===== src/rtl/wb_arbiter_2m.sv =====
// -----------------------------------------------------------------------------
// wb_arbiter_2m
//   Two-master to one-slave Wishbone arbiter. Master 0 is the data-side cache
//   (memory stage) and master 1 is the instruction-side cache (fetch).
//   Masters are granted round-robin, and a grant is held for the whole cyc
//   burst. Slave responses go only to the granted master. A watchdog ends any
//   strobed access that gets no response within TIMEOUT_CYCLES cycles. It does
//   this by returning err to the master.
//
// Parameters
//   TIMEOUT_CYCLES : strobed cycles allowed before forced termination (2..65535)
//   CNT_W          : watchdog counter width, 2**CNT_W > TIMEOUT_CYCLES
//
// Ports
//   clk, rst_n                    : rising-edge clock, async active-low reset
//   mX_adr/dat/we/sel/stb/cyc_i   : master X request
//   mX_dat/ack/rty/err_o          : master X response
//   s_adr/dat/we/sel/stb/cyc_o    : slave request (from granted master)
//   s_dat/ack/rty/err_i           : slave response
//   grant_o                       : one-hot grant, 00 = idle
//   timeout_o                     : pulse in the cycle the watchdog fires
// -----------------------------------------------------------------------------
module wb_arbiter_2m #(
  parameter int unsigned TIMEOUT_CYCLES = 256,
  parameter int unsigned CNT_W          = 16
) (
  input  logic        clk,
  input  logic        rst_n,
  input  logic [31:0] m0_adr_i,
  input  logic [31:0] m0_dat_i,
  input  logic        m0_we_i,
  input  logic [3:0]  m0_sel_i,
  input  logic        m0_stb_i,
  input  logic        m0_cyc_i,
  input  logic [31:0] m1_adr_i,
  input  logic [31:0] m1_dat_i,
  input  logic        m1_we_i,
  input  logic [3:0]  m1_sel_i,
  input  logic        m1_stb_i,
  input  logic        m1_cyc_i,
  output logic [31:0] m0_dat_o,
  output logic        m0_ack_o,
  output logic        m0_rty_o,
  output logic        m0_err_o,
  output logic [31:0] m1_dat_o,
  output logic        m1_ack_o,
  output logic        m1_rty_o,
  output logic        m1_err_o,
  output logic [31:0] s_adr_o,
  output logic [31:0] s_dat_o,
  output logic        s_we_o,
  output logic [3:0]  s_sel_o,
  output logic        s_stb_o,
  output logic        s_cyc_o,
  input  logic [31:0] s_dat_i,
  input  logic        s_ack_i,
  input  logic        s_rty_i,
  input  logic        s_err_i,
  output logic [1:0]  grant_o,
  output logic        timeout_o
);

  typedef enum logic [1:0] {
    ST_IDLE   = 2'd0,
    ST_GRANT0 = 2'd1,
    ST_GRANT1 = 2'd2
  } state_t;

  localparam logic [CNT_W-1:0] WD_LAST = CNT_W'(TIMEOUT_CYCLES - 1);

  state_t           state_q, state_d;
  logic             last_grant_q, last_grant_d;  // 1: master 0 wins next tie
  logic [CNT_W-1:0] wd_cnt_q, wd_cnt_d;
  logic [1:0]       grant_q, grant_d;

  logic        sel0, sel1;
  logic        stb_raw, cyc_raw;
  logic        resp;
  logic        wd_fire;

  // Request mux. Everything is forced to zero when no master is granted.
  always_comb begin
    sel0    = (state_q == ST_GRANT0);
    sel1    = (state_q == ST_GRANT1);
    s_adr_o = 32'd0;
    s_dat_o = 32'd0;
    s_we_o  = 1'b0;
    s_sel_o = 4'd0;
    stb_raw = 1'b0;
    cyc_raw = 1'b0;
    if (sel0) begin
      s_adr_o = m0_adr_i;
      s_dat_o = m0_dat_i;
      s_we_o  = m0_we_i;
      s_sel_o = m0_sel_i;
      stb_raw = m0_stb_i;
      cyc_raw = m0_cyc_i;
    end else if (sel1) begin
      s_adr_o = m1_adr_i;
      s_dat_o = m1_dat_i;
      s_we_o  = m1_we_i;
      s_sel_o = m1_sel_i;
      stb_raw = m1_stb_i;
      cyc_raw = m1_cyc_i;
    end
  end

  // Responses are qualified with the unforced strobe. A real slave response
  // in the would-be timeout cycle therefore takes priority over the watchdog.
  assign resp    = stb_raw & (s_ack_i | s_rty_i | s_err_i);
  assign wd_fire = stb_raw & ~resp & (wd_cnt_q == WD_LAST);

  assign s_stb_o   = stb_raw & ~wd_fire;
  assign s_cyc_o   = cyc_raw & ~wd_fire;
  assign timeout_o = wd_fire;

  assign m0_dat_o = s_dat_i;
  assign m1_dat_o = s_dat_i;

  assign m0_ack_o = sel0 & stb_raw & s_ack_i;
  assign m0_rty_o = sel0 & stb_raw & s_rty_i;
  assign m0_err_o = sel0 & ((stb_raw & s_err_i) | wd_fire);
  assign m1_ack_o = sel1 & stb_raw & s_ack_i;
  assign m1_rty_o = sel1 & stb_raw & s_rty_i;
  assign m1_err_o = sel1 & ((stb_raw & s_err_i) | wd_fire);

  assign grant_o = grant_q;

  // Arbitration: the grant is held while the owner keeps cyc high. On release
  // it passes straight to a waiting master, so no idle cycle is inserted.
  always_comb begin
    state_d      = state_q;
    last_grant_d = last_grant_q;
    unique case (state_q)
      ST_IDLE: begin
        if (m0_cyc_i && m1_cyc_i) begin
          state_d      = last_grant_q ? ST_GRANT0 : ST_GRANT1;
          last_grant_d = ~last_grant_q;
        end else if (m0_cyc_i) begin
          state_d      = ST_GRANT0;
          last_grant_d = 1'b0;
        end else if (m1_cyc_i) begin
          state_d      = ST_GRANT1;
          last_grant_d = 1'b1;
        end
      end
      ST_GRANT0: begin
        if (!m0_cyc_i) begin
          if (m1_cyc_i) begin
            state_d      = ST_GRANT1;
            last_grant_d = 1'b1;
          end else begin
            state_d = ST_IDLE;
          end
        end
      end
      ST_GRANT1: begin
        if (!m1_cyc_i) begin
          if (m0_cyc_i) begin
            state_d      = ST_GRANT0;
            last_grant_d = 1'b0;
          end else begin
            state_d = ST_IDLE;
          end
        end
      end
      default: state_d = ST_IDLE;
    endcase

    grant_d = {state_d == ST_GRANT1, state_d == ST_GRANT0};

    // The watchdog measures one access by one owner. It restarts on any
    // response, on a firing, on a change of owner, and while idle.
    if (state_q == ST_IDLE || state_d != state_q || resp || wd_fire) begin
      wd_cnt_d = '0;
    end else if (stb_raw) begin
      wd_cnt_d = wd_cnt_q + 1'b1;
    end else begin
      wd_cnt_d = wd_cnt_q;
    end
  end

  always_ff @(posedge clk or negedge rst_n) begin
    if (!rst_n) begin
      state_q      <= ST_IDLE;
      last_grant_q <= 1'b1;
      wd_cnt_q     <= '0;
      grant_q      <= 2'b00;
    end else begin
      state_q      <= state_d;
      last_grant_q <= last_grant_d;
      wd_cnt_q     <= wd_cnt_d;
      grant_q      <= grant_d;
    end
  end

endmodule


===== config.mk =====
export PLATFORM = sky130hd
export DESIGN_NAME = wb_arbiter_2m
export DESIGN_NICKNAME = d
export VERILOG_FILES = /design/src/rtl/wb_arbiter_2m.sv
export SDC_FILE = /design/constraint.sdc
export NUM_CORES = 1
export LEC_CHECK = 0
export ABC_AREA = 1
export CAP_MARGIN = 20
export CORE_AREA = 4 4 122 124
export CTS_CLUSTER_DIAMETER = 150
export DETAILED_ROUTE_END_ITERATION = 8
export DIE_AREA = 0 0 126 128
export HOLD_SLACK_MARGIN = 0.05
export PLACE_DENSITY = 0.69
export SYNTH_ARGS = -nofsm -noshare
export SYNTH_HDL_FRONTEND = slang
export SYNTH_SLANG_ARGS = --single-unit

===== constraint.sdc =====
create_clock -name clk -period 2.4 [get_ports clk]
set_input_delay 0.24 -clock clk [delete_from_list [all_inputs] [get_ports clk]]
set_output_delay 0.24 -clock clk [all_outputs]
set_load 0.01 [all_outputs]

**Word-level counts from Yosys, hierarchy flattened**

Cells that the tools add are included.

- Register bits: 21
- Output and inout port bits: 144
- Word-level logic and storage cells: 72

- $add $sub $neg: 1
- Eq/ne operators: 9
- Multiplexer cells: 30
- Bitwise operators: 20
- Reduce and logical (&&, ||, !) cells: 8

Operators by type and width:

| operator | count |
|---|---|
| $mux 32 | 4 |
| $mux 16 | 2 |
| $add 16x1->16 const B | 1 |
| $eq 16x8->1 const B | 1 |
| $and 1x1->1 | 14 |
| $mux 2 | 7 |
| $mux 1 | 13 |
| $mux 4 | 2 |
| $ne 2x2->1 const B | 3 |
| $pmux 2 s3 | 1 |
| $eq 2x1->1 const B | 2 |
| $eq 2x2->1 const B | 2 |
| $reduce_and 4->1 | 1 |
| $logic_or 1x1->1 | 3 |
| $not 1->1 | 3 |
| $or 1x1->1 | 3 |
| $pmux 1 s3 | 1 |
| $reduce_bool 3->1 | 1 |
| $logic_not 2->1 | 1 |
| $ne 2x2->1 | 1 |
| $reduce_bool 2->1 | 1 |
| $logic_and 1x1->1 | 1 |

**Logic depth before layout (Yosys ltp)**

Gate-level depths: netlist (run 1).

- Word-level depth: 9
- Gate-level depth with buffers: 14
- Mapped depth without buffers: 12

**Worst setup path after synthesis (run 1)**

No wires, ideal clock.

- Path type: reg2out
- From: register state_q[1]
- To: output m1_ack_o
- Data arrival time: 1.727 ns
- Required time: 2.160 ns
- Setup slack: 0.433 ns
- Stages on the path, launching flop included: 12
- Path buffers: 2
- Cell sequence: dfrtp_1 > inv_1 > ha_1 > buf_4 > inv_2 > nand2_2 > inv_2 > nand2_2 > nand2_2 > clkinv_4 > buf_2 > nor3_1

- Longest elaborated chain between the ends: 5
- Elaborated cells between the ends (all ways): 6
- Those cells by class: 2 x eq/ne; 2 x mux; 2 x bitwise

RTL lines:

| what | RTL line | source |
|---|---|---|
| start: declaration | 71 | `state_t state_q, state_d;` |
| start signal: assignment | 190 | `state_q <= state_d;` |
| $eq 2x2->1 | 84 | `sel1 = (state_q == ST_GRANT1);` |
| $mux 1 | 98 | `end else if (sel1) begin` |
| $mux 1 | 91 | `if (sel0) begin` |
| $and 1x1->1 (*) (2 in a row) | 123 | `assign m1_ack_o = sel1 & stb_raw & s_ack_i;` |
| end: declaration | 46 | `output logic m1_ack_o,` |

Every way passes the cells marked *; elsewhere a longest branch is shown, timed or not.

**Worst setup path after layout (run 1)**

- From: register state_q[0]
- To: output s_adr_o[9]

- Longest elaborated chain between the ends: 3
- Elaborated cells between the ends (all ways): 4
- Those cells by class: 2 x eq/ne; 2 x mux

RTL lines:

| what | RTL line | source |
|---|---|---|
| $eq 2x2->1 | 84 |  |
| $mux 32 | 98 |  |
| $mux 32 (*) | 91 |  |
| end: declaration | 49 | `output logic [31:0] s_adr_o,` |

Marked as above.

==> results of run 1 <==
-- worst register-to-register path: stages, from the launching register on --
cell and delay [ps]:
dfrtp_1 380, inv_1 110, ha_4 200, inv_2 70, nand2_2 90, inv_6 70, nand2_2 60, nand2_2 90
buf_4 230, a21oi_4 440, nand4_1 170, nand2_1 90
-- per-layer routing --
layer  vias to the layer above  track usage  part of all wire
li1                       1548            -                 -
met4                         0       0.1073             0.080
met2                       193       0.3290              0.52
met3                        42      0.05667             0.076
met1                      1504       0.1679              0.32
met5                         -            0                 0
-- cell type report --
cell class              instances  area, um2  share of cell area
repair buffers                243       2457              0.4864
multi-input cells             228       1605              0.3177
flip-flops and latches         21      526.8              0.1043
well taps                     180      225.2             0.04458
inverters                      38      152.6             0.03021
clock buffers                   3      75.07             0.01486
clock inverters                 1      7.507            0.001486
diodes                          1      2.502           0.0004953
-- report_power, final --
group	internal (mW)	total (mW)	switching, mW
sequential	0.401	0.427	0.0261
clock	0.226	0.370	0.144
combinational	1.67	3.49	1.83
-- cells in the final DEF (no fill, tap or decap), types with 15 or more instances in the layout --
cell type,count
clkdlybuf4s50_1,181
nand3_1,26
inv_1,31
nand4_1,18
buf_4,15
nor2_1,22
dfrtp_1,20
dlygate4sd2_1,31
a22o_1,65
nand2_1,42
-- registers in the layout, summed over array words and instances, names as in the netlist --
signal	cells
state_q	2
last_grant_q	1
grant_o	2
wd_cnt_q	16
-- worst max-delay path by stage --
stage | startpoint | to | slack [ps] | cells after the start
final | state_q[0] | s_adr_o[9] | 70 | 7
after global routing | state_q[0] | s_adr_o[9] | -2 | 7
after CTS | state_q[0] | s_dat_o[18] | -70 | 7
after detailed placement | s_rty_i | timeout_o | 100 | 7
after global placement | s_rty_i | timeout_o | 80 | 7
after floorplan | state_q[1] | m1_ack_o | 430 | 11
-- kinds of logic after synthesis --
kind of cell | share of synthesized area
flops | 0.1854
simple gates | 0.2444
compound gates | 0.2285
buf+inv | 0.2673
fa+ha+maj | 0.03082
mux | 0.003523
xor+xnor | 0.04007
-- what timing repair did --
| action | 4_1_cts | 5_1_grt |
|---|---|---|
| cloned | 1 | 3 |
| resized for setup | 33 | 16 |
| pin swaps | 1 | 0 |
| setup endpoints to repair | 69 | 38 |
| hold buffers | 0 | 0 |
| setup buffers | 1 | 0 |
| endpoints found under the hold margin | 0 | 0 |
==> impl_metrics.env, run 1 <==
export IMPL_p_total_mw=4.288
export IMPL_vias=3287
export IMPL_wirelength_um=15860
export IMPL_worst_r2r_path_depth=11
export IMPL_r2r_end="wd_cnt_q[7]"
export IMPL_p_leak_nw=2.493
export IMPL_path_max_fanout=18
export IMPL_rsz0062_at_grt="yes"
export IMPL_cts_made_buffers=3
export IMPL_critPathRequiredTime_ps=2160
export IMPL_post_route_util=0.3668
export IMPL_synth_area_per_cell_um2=7.618
export IMPL_placedCellCount=705
export IMPL_syn_inst=373
export IMPL_grt_overflow_total=0
export IMPL_first_global_vias=3427
export IMPL_design_portCount=323
export IMPL_whs_ps=335.3
export IMPL_drc=0
export IMPL_cts_buffer_depth=2
export IMPL_endpoint_kind="output port"
export IMPL_die_area_um2=16130
export IMPL_routedWlPerCell_um=22.18
export IMPL_ys_seq_area_frac=0.1854
export IMPL_rr_startpoint="state_q[1]"
export IMPL_drv_cap=0
export IMPL_area_growth_synth_to_final_pct=77.81
export IMPL_yosysTopAreaCellShare=0.2127
export IMPL_drt_iter0_markers=144
export IMPL_core_area_um2=13770
export IMPL_dr_pass1_iters=4
export IMPL_synth_edf_count=0
export IMPL_skew_ps=7.372
export IMPL_pre_cts_ws_ps=100.2
export IMPL_crit_type="flip-flop to output port"
export IMPL_max_slew_worst_pin_slew_ps=610.6
export IMPL_fin_crit_sh=0.9697
export IMPL_cts_max_level=1
export IMPL_hp_class="primary input to asynchronous set/reset pin"
export IMPL_initial_core_util=0.2063
export IMPL_fin_area_um2=5052
export IMPL_layout_setup_ws_ps=72.74
export IMPL_synth_cell_types=32
export IMPL_drt_antenna_violating_nets=0
export IMPL_yosysMostFrequentCell="a22o_1"
export IMPL_arrival_ps=2090
export IMPL_grt_max_degree=68
export IMPL_setup_viol=0
export IMPL_final_setup_tns_ps=0
export IMPL_postPlaceCellArea_um2=4835
export IMPL_vias_per_cell=4.597
export IMPL_dpl_hpwl_um=13020
export IMPL_port_buffer_count=226
export IMPL_synth_seq_cells=21
export IMPL_die_width_um=126
export IMPL_drive_gt1_frac=0.1105
export IMPL_min_period_ps=2327
export IMPL_clkLatencyLatePin_ps=260
export IMPL_rrSetupSlack_ps=330
export IMPL_crit_path_start_kind="flip-flop"
export IMPL_slew_viol_final=0
export IMPL_tritoncts="done"
export IMPL_die_h_um=128
export IMPL_crit_chain="inv_1, ha_2, nand2_2, inv_6, buf_12, a22o_1, clkdlybuf4s50_1"
export IMPL_rows=43
export IMPL_fin_cells=715
export IMPL_status="completed"
export IMPL_synthArstFlopShare=1.000
export IMPL_path_clk_slew_ps=70
export IMPL_cp_top_family="buffers and inverters"
export IMPL_grt_pass1_wl_um=21260
export IMPL_power_density_nw_per_um2=848.7
export IMPL_ys_warn_count=0
export IMPL_yosysTopAreaCell="a22o_1"
export IMPL_ys_top_cells_by_count="a22o_1, buf_4, nand2_1"
export IMPL_maxSlewHeadroom=0.5824
export IMPL_fillers=1476
export IMPL_finalHoldViolations=0
export IMPL_irDropWorstVdd_mv=0.3916
export IMPL_max_clock_freq_mhz=429.7
export IMPL_synthesis_area_um2=2841
export IMPL_max_stage_delay_ps=540
export IMPL_synthFlopType="dfrtp_1"
export IMPL_cp_slowest_cell="clkdlybuf4s50_1"
export IMPL_cp_buffers_inverters=4
export IMPL_gp_congestion=0.9373
export IMPL_cts_root_buf="clkbuf_16"
export IMPL_cts_sinks=21
export IMPL_syn_nets=559
export IMPL_nets=721
export IMPL_synth_area_top_cells="a22o_1, dfrtp_1, buf_4, nand2_1, nand3_1"
export IMPL_antenna_found_initial=1
export IMPL_grt_usage=0.1764
Power figures use the tool's default switching activity.
==> run 2, diff against run 1 <==
- CORE_AREA: 4 4 122 124 -> 5 5 123 125
- DIE_AREA: 0 0 126 128 -> 0 0 128 130
- SLEW_MARGIN: default -> 20
==> run 2 against run 1 <==
Net effect:
- the run now ends with negative setup slack left
- die area increased by 3.2%
- clock-buffer cell count increased by 1
- critical endpoint is now s_dat_o[10]
- power increased by 2.2%
- first-iteration DRC count decreased by 1.4%
- sequential power increased by 2%
- clock power about the same
- via count increased by 3.9%
- sequential cell count unchanged
==> impl_metrics.env, run 2 (same netlist as run 1, synthesis figures left out) <==
export IMPL_status="finished, violations left"
export IMPL_violations="negative setup slack"
export IMPL_max_clock_freq_mhz=416.1
export IMPL_largest_register_ffs=16
export IMPL_cts_root_buf="clkbuf_16"
export IMPL_largest_register="wd_cnt_q"
export IMPL_area_growth_synth_to_final_pct=78.69
export IMPL_die_area_um2=16640
export IMPL_final_cell_mix="clkdlybuf4s50_1, a22o_1, nand2_1"
export IMPL_max_stage_delay_ps=530
export IMPL_cp_slowest_cell="clkdlybuf4s50_1"
export IMPL_finalHoldViolations=0
export IMPL_endpoint_kind="output port"
export IMPL_antenna_found_initial=0
export IMPL_layout_area_seq_um2=526.8
export IMPL_max_slew_worst_pin_slew_ps=594.9
export IMPL_port_buffer_count=226
export IMPL_cts_made_buffers=3
export IMPL_cts_buffer_depth=2
export IMPL_grt_pass1_wl_um=23940
export IMPL_crit_cells=8
export IMPL_drt_iter0_markers=142
export IMPL_cp_top_family="buffers and inverters"
export IMPL_cts_max_level=1
export IMPL_crit_type="flip-flop to output port"
export IMPL_rr_startpoint="state_q[1]"
export IMPL_skew_ps=1.647
export IMPL_r2r_end="wd_cnt_q[10]"
export IMPL_path_clk_slew_ps=60
export IMPL_dpl_hpwl_um=15390
export IMPL_die_width_um=128
export IMPL_fin_area_um2=5077
export IMPL_grt_overflow_total=0
export IMPL_fillers=1454
export IMPL_layout_setup_ws_ps=-3.069
export IMPL_routedWlPerCell_um=25.77
export IMPL_clkLatencyLatePin_ps=260
export IMPL_die_h_um=130
export IMPL_wirelength_um=18320
export IMPL_hp_class="primary input to asynchronous set/reset pin"
export IMPL_slew_viol_final=0
export IMPL_setup_viol=2
export IMPL_irDropWorstVdd_mv=0.3995
export IMPL_rsz0062_at_grt="yes"
export IMPL_power_density_nw_per_um2=862.9
export IMPL_final_common_cell="clkdlybuf4s50_1"
export IMPL_vias=3416
export IMPL_postPlaceCellArea_um2=4810
export IMPL_post_route_util=0.3686
export IMPL_min_period_ps=2403
export IMPL_crit_chain="inv_1, ha_4, inv_2, nand2_2, inv_6, buf_12, a22o_4, clkdlybuf4s50_1"
export IMPL_critPathRequiredTime_ps=2160
export IMPL_tritoncts="done"
export IMPL_nets=718
export IMPL_arrival_ps=2160
export IMPL_crit_path_start_kind="flip-flop"
export IMPL_p_total_mw=4.381
export IMPL_drive_gt1_frac=0.1092
export IMPL_fin_crit_sh=1.001
export IMPL_drt_antenna_violating_nets=0
export IMPL_multi_input_area_um2=1639
export IMPL_drc=0
export IMPL_core_area_um2=13770
export IMPL_drv_cap=0
export IMPL_p_leak_nw=2.606
export IMPL_cts_sinks=21
export IMPL_path_max_fanout=18
export IMPL_diodes=0
export IMPL_first_global_vias=3571
export IMPL_worst_r2r_path_depth=14
export IMPL_cp_buffers_inverters=5
export IMPL_rrSetupSlack_ps=250
export IMPL_initial_core_util=0.2063
export IMPL_cp_endpoint="s_dat_o[10]"
export IMPL_gp_congestion=1.016
export IMPL_dr_pass1_iters=4
export IMPL_vias_per_cell=4.805
export IMPL_rows=43
export IMPL_grt_usage=0.2014
export IMPL_maxSlewHeadroom=0.5932
export IMPL_grt_max_degree=37
export IMPL_startpoint="state_q[1]"
export IMPL_design_portCount=323
-- run 2: changes by cell type in the layout (fill, tap and decap cells not counted), moves of 3 or more --
cell and delta:
a22o_4 +3, dlymetal6s2s_1 +7, clkdlybuf4s50_1 -7, a22o_1 -3
buf_4 -4
-- run 2: power breakdown --
group,switching (mW),internal (mW)
clock network,0.142,0.227
logic,1.92,1.66
registers,0.0334,0.401
-- run 2: metal layers --
layer / GRT usage / vias to the layer above / part of all wire
li1: - / 1539 / -
met4: 0.1167 / 0 / 0.077
met1: 0.1660 / 1609 / 0.29
met2: 0.4063 / 222 / 0.56
met5: 0 / - / 0
met3: 0.07122 / 46 / 0.080
-- run 2: how the worst min path moves through the flow --
stage / endpoint / cells past startpoint / startpoint / slack (ps)
after floorplan: grant_o[0] / 0 / rst_n / -60
after global placement: m0_dat_o[18] / 0 / s_dat_i[18] / 480
after detailed placement: m0_dat_o[18] / 0 / s_dat_i[18] / 480
after CTS: wd_cnt_q[8] / 2 / rst_n / 360
after global routing: wd_cnt_q[5] / 2 / rst_n / 380
final: wd_cnt_q[13] / 2 / rst_n / 350
-- run 2: area by class of cell --
cell class,instances,area share
timing repair buffer,240,0.4820
multi-input combinational,228,0.3228
sequential,21,0.1037
tap,180,0.04436
inverter,38,0.03154
clock buffer,4,0.01552
-- run 2: per-stage QoR --
step	hold WS (ps)	instances	TNS (ps)	worst slack [ps]
after floorplan	-55.59	373	0	432.7
after global placement	480.1	703	0	84.16
after detailed placement	480.1	703	0	107.3
after CTS	357.8	710	-1024	-66.29
after global routing	380.0	711	-438.9	-27.62
final	349.5	711	-4.589	-3.069
-- run 2: timing repair --
item	4_1_cts	5_1_grt
hold buffers	0	0
hold endpoints to repair	0	0
cloned	2	1
gates resized for setup	38	28
endpoints found under the setup margin	71	36
buffers inserted	1	0
-- run 2: worst reg2reg max path, cell delays in order (launching register included) --
cell	delay, ps
dfrtp_1	410
inv_1	150
ha_4	190
buf_6	270
nand2_1	110
inv_2	80
nand2_1	80
nand3_2	110
nand2_2	70
nand2_1	80
nand3_2	80
nor2_4	110
buf_12	180
nand4_1	110
nand2_1	80
==> run 3, diff against run 2 <==
- ABC_CLOCK_PERIOD_IN_PS: default -> 2400
- HOLD_SLACK_MARGIN: 0.05 -> 0.15
==> results of run 3 <==
Final layout, timing and power as in run 2 (identical DEF).
